**config.mk**
```make
export PLATFORM = sky130hd
export DESIGN_NAME = chu_video_layer_mixer
export DESIGN_NICKNAME = d
export VERILOG_FILES = /design/src/rtl/chu_video_layer_mixer.sv
export SDC_FILE = /design/constraint.sdc
export NUM_CORES = 1
export LEC_CHECK = 0
export BUFFER_PORTS_ARGS = -buffer_cell sky130_fd_sc_hd__buf_2
export CORE_MARGIN = 4
export CORE_UTILIZATION = 39
export DETAILED_ROUTE_END_ITERATION = 7
export GPL_TIMING_DRIVEN = 1
export PLACE_DENSITY = 0.63
export SYNTH_ARGS = -nofsm -noshare
export SYNTH_HDL_FRONTEND = slang
export SYNTH_SLANG_ARGS = --single-unit
```
**constraint.sdc**
```tcl
create_clock -name clk_sys -period 5.75 [get_ports clk_sys]
set_clock_uncertainty 0.05 [all_clocks]
set_input_delay 0.2875 -clock clk_sys [delete_from_list [all_inputs] [get_ports clk_sys]]
set_output_delay 0.2875 -clock clk_sys [all_outputs]
set_load 0.01 [all_outputs]
```
**src/rtl/chu_video_layer_mixer.sv**
```systemverilog
// N-layer video compositor: per-layer key/enable/blend over a background, 2-cycle fixed latency.
// Optional macro MIXER_BLEND_EN enables the 50% blend path; without it every hit layer overwrites.
module chu_video_layer_mixer #(
  parameter int            NL        = 4,
  parameter int            CD        = 12,
  parameter logic [CD-1:0] KEY_COLOR = '0,
  parameter logic [CD-1:0] BG_COLOR  = CD'(12'h008)
) (
  input  logic             clk_sys,
  input  logic             reset_sys,
  input  logic             cs,
  input  logic             write,
  input  logic [13:0]      addr,
  input  logic [31:0]      wr_data,
  output logic [31:0]      rd_data,
  input  logic [NL*CD-1:0] si_rgb,
  input  logic             si_valid,
  input  logic             si_frame_start,
  output logic [CD:0]      so_data,
  output logic             so_valid
);
  localparam int         CW     = CD / 3;
  localparam logic [13:0] A_BG   = 14'(NL);
  localparam logic [13:0] A_CTRL = 14'(NL + 1);

  logic [CD-1:0] key_sh_q [NL];
  logic [CD-1:0] key_sh_d [NL];
  logic [CD-1:0] key_act_q [NL];
  logic [CD-1:0] key_act_d [NL];
  logic [NL-1:0] en_sh_q, en_sh_d, en_act_q, en_act_d;
  logic [NL-1:0] blend_sh_q, blend_sh_d, blend_act_q, blend_act_d;
  logic [CD-1:0] bg_sh_q, bg_sh_d, bg_act_q, bg_act_d;
  logic          sync_q, sync_d, pending_q, pending_d;
  logic          sh_wr, fs_in, wr_en;
  logic          unused_wr_bits;

  logic [NL*CD-1:0] rgb_p1_q;
  logic [NL-1:0]    hit_p1_q, hit_p1_d, blend_p1_q;
  logic [CD-1:0]    bg_p1_q;
  logic             vld_p1_q, fs_p1_q;
  logic [CD:0]      so_data_q, so_data_d;
  logic             so_valid_q;

  assign unused_wr_bits = ^wr_data;
  assign wr_en = cs && write;
  assign fs_in = si_valid && si_frame_start;

  function automatic logic [CD-1:0] avg(input logic [CD-1:0] a, input logic [CD-1:0] b);
    logic [CD-1:0] r;
    logic [CW:0]   s;
    r = '0;
    for (int c = 0; c < 3; c++) begin
      s = {1'b0, a[c*CW +: CW]} + {1'b0, b[c*CW +: CW]};
      r[c*CW +: CW] = s[CW:1];
    end
    return r;
  endfunction

  // Shadow writes, commit to active registers and pending tracking
  always_comb begin
    key_sh_d   = key_sh_q;
    en_sh_d    = en_sh_q;
    blend_sh_d = blend_sh_q;
    bg_sh_d    = bg_sh_q;
    sync_d     = sync_q;
    sh_wr      = 1'b0;
    for (int k = 0; k < NL; k++) begin
      if (wr_en && addr == 14'(k)) begin
        key_sh_d[k] = wr_data[CD-1:0];
        en_sh_d[k]  = wr_data[16];
`ifdef MIXER_BLEND_EN
        blend_sh_d[k] = wr_data[17];
`endif
        sh_wr = 1'b1;
      end
    end
    if (wr_en && addr == A_BG) begin
      bg_sh_d = wr_data[CD-1:0];
      sh_wr   = 1'b1;
    end
    if (wr_en && addr == A_CTRL) sync_d = wr_data[0];

    // Frame-start commit takes next-shadow so a coincident write lands on this edge
    if (!sync_q) begin
      key_act_d = key_sh_q; en_act_d = en_sh_q; blend_act_d = blend_sh_q; bg_act_d = bg_sh_q;
    end else if (fs_in) begin
      key_act_d = key_sh_d; en_act_d = en_sh_d; blend_act_d = blend_sh_d; bg_act_d = bg_sh_d;
    end else begin
      key_act_d = key_act_q; en_act_d = en_act_q; blend_act_d = blend_act_q; bg_act_d = bg_act_q;
    end

    if (!sync_q || fs_in) pending_d = 1'b0;
    else if (sh_wr)       pending_d = 1'b1;
    else                  pending_d = pending_q;
  end

  always_comb begin
    rd_data = '0;
    for (int k = 0; k < NL; k++) begin
      if (addr == 14'(k)) begin
        rd_data[CD-1:0] = key_sh_q[k];
        rd_data[16]     = en_sh_q[k];
        rd_data[17]     = blend_sh_q[k];
      end
    end
    if (addr == A_BG)   rd_data[CD-1:0] = bg_sh_q;
    if (addr == A_CTRL) rd_data[1:0]    = {pending_q, sync_q};
  end

  // S1: hits are taken against the config being committed on this edge
  always_comb begin
    for (int k = 0; k < NL; k++)
      hit_p1_d[k] = en_act_d[k] && (si_rgb[k*CD +: CD] != key_act_d[k]);
  end

  // S2: bottom-to-top fold so the highest hit layer is applied last
  always_comb begin
    logic [CD-1:0] acc;
    acc = bg_p1_q;
    for (int k = 0; k < NL; k++) begin
      if (hit_p1_q[k]) begin
`ifdef MIXER_BLEND_EN
        acc = blend_p1_q[k] ? avg(acc, rgb_p1_q[k*CD +: CD]) : rgb_p1_q[k*CD +: CD];
`else
        acc = rgb_p1_q[k*CD +: CD];
`endif
      end
    end
    so_data_d = {acc, fs_p1_q};
  end

  always_ff @(posedge clk_sys) begin
    if (reset_sys) begin
      key_sh_q    <= '{default: KEY_COLOR};
      key_act_q   <= '{default: KEY_COLOR};
      en_sh_q     <= '1;
      en_act_q    <= '1;
      blend_sh_q  <= '0;
      blend_act_q <= '0;
      bg_sh_q     <= BG_COLOR;
      bg_act_q    <= BG_COLOR;
      sync_q      <= 1'b0;
      pending_q   <= 1'b0;
      rgb_p1_q    <= '0;
      hit_p1_q    <= '0;
      blend_p1_q  <= '0;
      bg_p1_q     <= '0;
      vld_p1_q    <= 1'b0;
      fs_p1_q     <= 1'b0;
      so_data_q   <= '0;
      so_valid_q  <= 1'b0;
    end else begin
      key_sh_q    <= key_sh_d;
      key_act_q   <= key_act_d;
      en_sh_q     <= en_sh_d;
      en_act_q    <= en_act_d;
      blend_sh_q  <= blend_sh_d;
      blend_act_q <= blend_act_d;
      bg_sh_q     <= bg_sh_d;
      bg_act_q    <= bg_act_d;
      sync_q      <= sync_d;
      pending_q   <= pending_d;
      rgb_p1_q    <= si_rgb;
      hit_p1_q    <= hit_p1_d;
      blend_p1_q  <= blend_act_d;
      bg_p1_q     <= bg_act_d;
      vld_p1_q    <= si_valid;
      fs_p1_q     <= fs_in;
      so_data_q   <= so_data_d;
      so_valid_q  <= vld_p1_q;
    end
  end

  assign so_data  = so_data_q;
  assign so_valid = so_valid_q;
endmodule

```
==> results of run 1 <==
==> flip-flops by register name, indices dropped and copies added (netlist names) <==
name       count
sync_q         1
key_act_q     48
so_valid       1
bg_sh_q       12
rgb_p1_q      48
key_sh_q      48
en_act_q       4
fs_p1_q        1
bg_p1_q        1
bg_act_q      12
vld_p1_q       1
pending_q      1
hit_p1_q       4
so_data       13
en_sh_q        4
==> where the power goes <==
part	switching (W)	internal (W)	leakage, nW
registers	0.0000151	0.00140	1.62
logic	0.000135	0.0000691	2.00
clock network	0.000612	0.000627	0.293
total	0.000761	0.00210	3.91
==> cell usage in the layout, fill, tap and decap left out, types with 4 or more instances in the layout <==
cell type | synthesis | routed
a211oi_1 | 12 | 12
a311oi_1 | 8 | 8
buf_2 | 2 | 106
inv_8 | 0 | 6
a22o_1 | 14 | 14
conb_1 | 1 | 19
nand3_1 | 23 | 23
or3_1 | 13 | 13
o31ai_1 | 8 | 8
o22ai_1 | 12 | 12
nor2_1 | 104 | 104
o311ai_0 | 6 | 6
buf_4 | 19 | 17
clkbuf_16 | 0 | 17
nand4_1 | 7 | 7
nor3_1 | 36 | 36
xnor2_1 | 27 | 27
o2bb2ai_1 | 8 | 8
nand2_1 | 155 | 155
inv_1 | 7 | 7
a22oi_1 | 4 | 4
o32ai_1 | 5 | 5
nor2b_1 | 62 | 62
nor4_1 | 19 | 18
mux4_2 | 13 | 13
mux2i_1 | 31 | 31
o21ai_0 | 37 | 37
inv_6 | 0 | 4
dfxtp_1 | 199 | 198
o211ai_1 | 7 | 7
a31oi_1 | 13 | 13
a21oi_1 | 90 | 90
xor2_1 | 12 | 12
o21bai_1 | 5 | 5
and3_1 | 10 | 10
nand2b_1 | 4 | 4
==> worst reg2reg max path, cell delays in order, from the launching register on <==
cell and delay (ns):
dfxtp_2 0.34, buf_4 0.56, a21boi_2 0.56, buf_4 0.35, mux2i_1 0.21, o21ai_0 0.11, o31a_1 0.20, xor2_1 0.16
a2111oi_0 0.39, a31oi_1 0.14
==> layer usage <==
metal  GRT usage [%]  share of wire (%)
met1            33.8                 44
met2            37.2                 45
met3            4.51                8.2
met4            7.96                3.0
met5               0              0.099
==> final cells by class <==
class	instances	area share, %
Tap cell	319	3.78
Timing Repair Buffer	124	6.34
Clock buffer	17	4.03
Clock inverter	15	1.65
Sequential cell	199	37.8
Multi-Input combinational cell	812	46.1
Inverter	8	0.285
==> worst paths after layout <==
path / startpoint / to / slack (ns) / cells after the start
worst min-delay path: si_rgb[18] / rgb_p1_q[18] / 0.04 / 2
worst max-delay path: addr[11] / hit_p1_q[1] / 2.10 / 8
worst min register to register: vld_p1_q / so_valid / 0.39 / 1
worst max register to register: sync_q / hit_p1_q[3] / 2.54 / 9
==> logic make-up after synthesis <==
family | after synthesis
xor+xnor | 39
simple gates | 452
flops | 199
compound gates | 258
buf+inv | 122
mux | 44
other cells | 1
==> per-stage QoR <==
stage | instance area, µm² | total power [W] | std cells | hold WS, ns | setup WS (ns)
6_report | 10600 | 0.00286 | 1494 | 0.0376 | 2.10
5_1_grt | 10600 | 0.00294 | 1494 | 0.0351 | 1.83
4_1_cts | 10600 | 0.00286 | 1494 | 0.0287 | 2.24
3_5_place_dp | 9950 | 0.00165 | 1462 | 0.374 | 1.77
3_3_place_gp | 9950 | 0.00165 | 1462 | 0.373 | 1.78
2_1_floorplan | 9370 | 0.00157 | 1133 | 0.364 | 2.93
==> out/qor.yml, run 1 <==
status: "finished clean"
gp_congestion: 0.903
hold_viol: 0
crit_path_end_kind: "flop"
path_class: "primary input to flop"
layout-drive-gt1-share_pct: 15.6
timing.final.max_slew_violations: 0
syn_inst: 1115
leakagePower_nw: 3.91
die_h_um: 162
slowest_stage: "nor4_4"
yosys-top-cells-count: "dfxtp_1 (199), nand2_1 (155), nor2_1 (104)"
worst_path_largest_cell_delay_ns: 1.02
cts_made_buffers: 17
worstSkewPairLatency_ns: 0.44
synth_edf_count: 0
critPathRequiredTime_ns: 5.99
synth_fa_ha_area_share_pct: 0
hold_class: "primary input to flop"
rsz0062_at_grt: "no"
dr.pass1.iters: 5
worstMarginPinSlew_ns: 1.15
yosysTopAreaCell: "dfxtp_1"
arrival_ns: 3.89
fin_nets: 1262
area_delta_synth_final_pct: 13.4
wl_per_cell_um: 21.6
synth_top_area_share_pct: 42.8
multi_input_area_mm2: 0.00487
period_needed_ns: 3.65
max_freq_mhz: 274
cts_tree: "done"
final.setup.tns_ns: 0
synth_top_flop_cell: "dfxtp_1"
htreeDepth: 4
numPortBuffers: 107
grt_pass1_vias: 7760
cts_root_buf: "clkbuf_16"
yosys.area_share.simple_pct: 23.2
via_count: 8533
power_density_mw_per_mm2: 271
top_level_ports: 146
post_cts_buffers: 0
synthDistinctLibCells: 66
setup_viol: 0
synth_area_leaders: "dfxtp_1 (43%), nand2_1 (6.3%), a21oi_1 (4.8%), nor2_1 (4.2%), nor2b_1 (4.2%)"
seq_area_mm2: 0.00399
drv_cap: 0
worstPathCellList: "buf_2 > or4_1 > nor4_4 > nand2_1 > a311oi_1 > xnor2_1 > nor4_1 > a311oi_1"
clk_path_buf_depth: 2
drt_drc_violations_left: 0
start_util_pct: 39.6
crit_family: "simple AND/OR/NAND/NOR gates"
n_fill_cell: 2282
yosys_warnings: 0
cpMostUsedCell: "a311oi_1"
grt_pass1_wl_um: 48300
wirelength_um: 32200
cts_num_sinks: 199
peakVddDrop_uv: 202
synth.avg_cell_area_um2: 8.34
synth_top_family_by_area: "simple AND/OR/NAND/NOR gates"
cts_resized: 0
yosys-mux-area-fraction_pct: 6.48
postCtsHoldBufs: 0
grt_util_all_layers_pct: 24.0
synth-async-reset-ratio_pct: 0
hpwl_um: 23000
die_w_um: 162
synth.most_common_cell: "dfxtp_1"
via_per_inst: 5.71
fin_crit_sh_pct: 63.5
grt_start_max_net_pins: 116
n_antenna_cell: 0
die_area_mm2: 0.0264
slew_headroom_pct: 22.9
path_buf_inv: 1
drt_iter0_markers: 1005
synth-xor-area-share_pct: 3.67
grt_antenna_before_repair: 3
gr-total-overflow: 0
syn_area_mm2: 0.00930
yosysSeqAreaShare_pct: 42.8
path_clk_slew_ns: 0.08
ant_nets: 0
yosys_register_bits: 199
startpoint_type: "primary input"
final_util_pct: 45.0
synth_compound_area_share_pct: 18.0
core_area_mm2: 0.0235
fp-row-count: 56
path_max_fanout: 17
No activity file was read; power rests on OpenSTA's default activity.
==> run 2: changes to the inputs <==
PLACE_DENSITY = 0.66   (was 0.63)
clock period = 3.2 ns   (was 5.75 ns; I/O delays follow)
==> out/qor.yml, run 2 (same netlist as run 1, synthesis figures left out) <==
crit_family: "simple AND/OR/NAND/NOR gates"  # unchanged
n_fill_cell: 2246  # was 2,282
hold_class: "primary input to flop"  # unchanged
max_freq_mhz: 340
die_area_mm2: 0.0264  # unchanged
cts_root_buf: "clkbuf_16"  # unchanged
htreeDepth: 4  # unchanged
core_area_mm2: 0.0235  # unchanged
grt_pass1_wl_um: 49100  # was 48,300 µm
arrival_ns: 3.18  # was 3.89 ns
critPathRequiredTime_ns: 3.44  # was 5.99 ns
period_needed_ns: 2.94
area_delta_synth_final_pct: 20.3  # was 13.4%
drv_cap: 0  # unchanged
leakagePower_nw: 4.22  # was 3.91 nW
gr-usage-met2_pct: 36.9  # was 37.2%
slew_headroom_pct: 45.9  # was 22.9%
cts_tree: "done"  # unchanged
cts_made_buffers: 17  # unchanged
slowest_stage: "nor4_1"  # was nor4_4
dp.cells: 1485  # was 1,462
worst_path_largest_cell_delay_ns: 0.60  # was 1.02 ns
final.setup.tns_ns: 0  # unchanged
timing.final.max_slew_violations: 0  # unchanged
clk_path_buf_depth: 2  # unchanged
grt_antenna_before_repair: 1  # was 3
cts_resized: 0  # unchanged
power_density_mw_per_mm2: 452  # was 271 mW/mm²
gr-total-overflow: 0  # unchanged
cts_num_sinks: 199  # unchanged
wl_per_cell_um: 21.0  # was 21.6 µm
status: "finished clean"  # unchanged
setup_viol: 0  # unchanged
fin_crit_sh_pct: 92.0
worstPathCellList: "nand3_1 > nor4_2 > buf_12 > a32o_1 > or4_1 > nand4_1 > nor4_1 > buf_4 > a311oi_1"  # was buf_2 > or4_1 > nor4_4 > nand2_1 > a311oi_1 > xnor2_1 > nor4_1 > a311oi_1
path_buf_inv: 2  # was 1
die_w_um: 162  # unchanged
final_cells: 1565  # was 1,494
die_h_um: 162  # unchanged
rsz0062_at_grt: "no"  # unchanged
worst_slack_ns: 0.255  # was 2.10 ns
wirelength_um: 32800  # was 32,200 µm
grt_util_all_layers_pct: 24.3  # was 24.0%
via_count: 8849  # was 8,533
crit_path_end_kind: "flop"  # unchanged
via_per_inst: 5.65  # was 5.71
post-place-ws_ns: 0.0665  # was 1.77 ns
hold_viol: 0  # unchanged
ant_nets: 0  # unchanged
path_max_fanout: 11  # was 17
start_util_pct: 39.6  # unchanged
drt_iter0_markers: 1123  # was 1,005
use_met3_pct: 4.20  # was 4.51%
n_antenna_cell: 0  # unchanged
gr-max-usage-layer: "met2"  # unchanged
fp-row-count: 56  # unchanged
p_total_w: 0.00506  # was 0.00286 W
numPortBuffers: 107  # unchanged
gp_congestion: 0.964  # was 0.903
use_met1_pct: 33.9  # was 33.8%
fin_nets: 1333  # was 1,262
layout-drive-gt1-share_pct: 16.5  # was 15.6%
final_cell_mix: "dfxtp_1 (198), nand2_1 (155), buf_2 (106)"  # unchanged
path_class: "flop to flop"  # was primary input to flop
drt_drc_violations_left: 0  # unchanged
grt_pass1_vias: 8162  # was 7,760
hpwl_um: 23600  # was 23,000 µm
top_level_ports: 146  # unchanged
worstMarginPinSlew_ns: 0.812  # was 1.15 ns
startpoint_type: "flop"  # was primary input
worstSkewPairLatency_ns: 0.44  # about the same
hold-worst-slack_ns: 0.0223  # was 0.0376 ns
path_clk_slew_ns: 0.08  # about the same
dr.pass1.iters: 6  # was 5
layout_commonest_cell: "dfxtp_1"  # unchanged
grt_start_max_net_pins: 105  # was 116
peakVddDrop_uv: 350  # was 202 µV
top_regs: "key_act_q x48, key_sh_q x48, rgb_p1_q x48"  # unchanged
==> run 2: cell types whose count changed in the layout (fill, tap and decap cells not counted) <==
cell	previous run	this run
clkinv_4	2	3
bufinv_16	1	0
clkinvlp_4	1	2
inv_6	4	2
clkinv_8	1	0
buf_12	0	2
clkinv_2	0	2
buf_4	17	38
dlygate4sd3_1	0	48
==> run 2: worst reg2reg max path: cells and delay by family (launching register included) <==
| family | cells | cell delay, ns |
|---|---|---|
| AOI/OAI and AO/OA | 2 | 0.28 |
| buffers and inverters | 2 | 0.41 |
| DFF | 1 | 0.47 |
| and+or+nand+nor | 5 | 1.58 |
==> run 2: repair_timing <==
| item | CTS | global route |
|---|---|---|
| endpoints found under the hold margin | 48 | 0 |
| hold buffers | 48 | 0 |
| setup buffers | 0 | 0 |
| endpoints found under the setup margin | 0 | 0 |
==> run 2: layer usage <==
layer	share of wire, %	routed length (µm)	vias up
met5	0.040	13	-
met4	4.5	1480	2
met3	9.1	2990	95
met2	44	14400	506
met1	43	14000	4129
li1	-	-	4117
==> run 2: area by class of cell <==
type	count	area, µm²	share of cell area [%]
Sequential cell	199	3990	35.6
Inverter	8	30.0	0.268
Clock buffer	17	425	3.80
Tap cell	319	399	3.57
Multi-Input combinational cell	812	4870	43.5
Clock inverter	15	136	1.22
Timing Repair Buffer	195	1350	12.0
==> run 2: final timing paths <==
path | cells past startpoint | start | slack [ns] | endpoint
worst max-delay path | 9 | sync_q | 0.26 | hit_p1_q[2]
worst min-delay path | 2 | si_rgb[10] | 0.02 | rgb_p1_q[10]
worst max register to register | 9 | sync_q | 0.26 | hit_p1_q[2]
worst min register to register | 1 | fs_p1_q | 0.39 | so_data[0]
==> run 2: report_power, final <==
| part | leakage (nW) | internal [W] | total [W] | switching (W) |
|---|---|---|---|---|
| sequential | 1.62 | 0.00252 | 0.00255 | 0.0000272 |
| clock | 0.275 | 0.00103 | 0.00209 | 0.00106 |
| combinational | 2.32 | 0.000170 | 0.000424 | 0.000254 |
| total | 4.22 | 0.00372 | 0.00506 | 0.00134 |
==> run 2: stage by stage <==
step,cell area [µm²],utilization [%]
floorplan,9370,-
global placement,10200,43.2
detailed placement,10200,43.2
CTS,11200,47.7
global route,11200,47.7
finish,11200,47.7
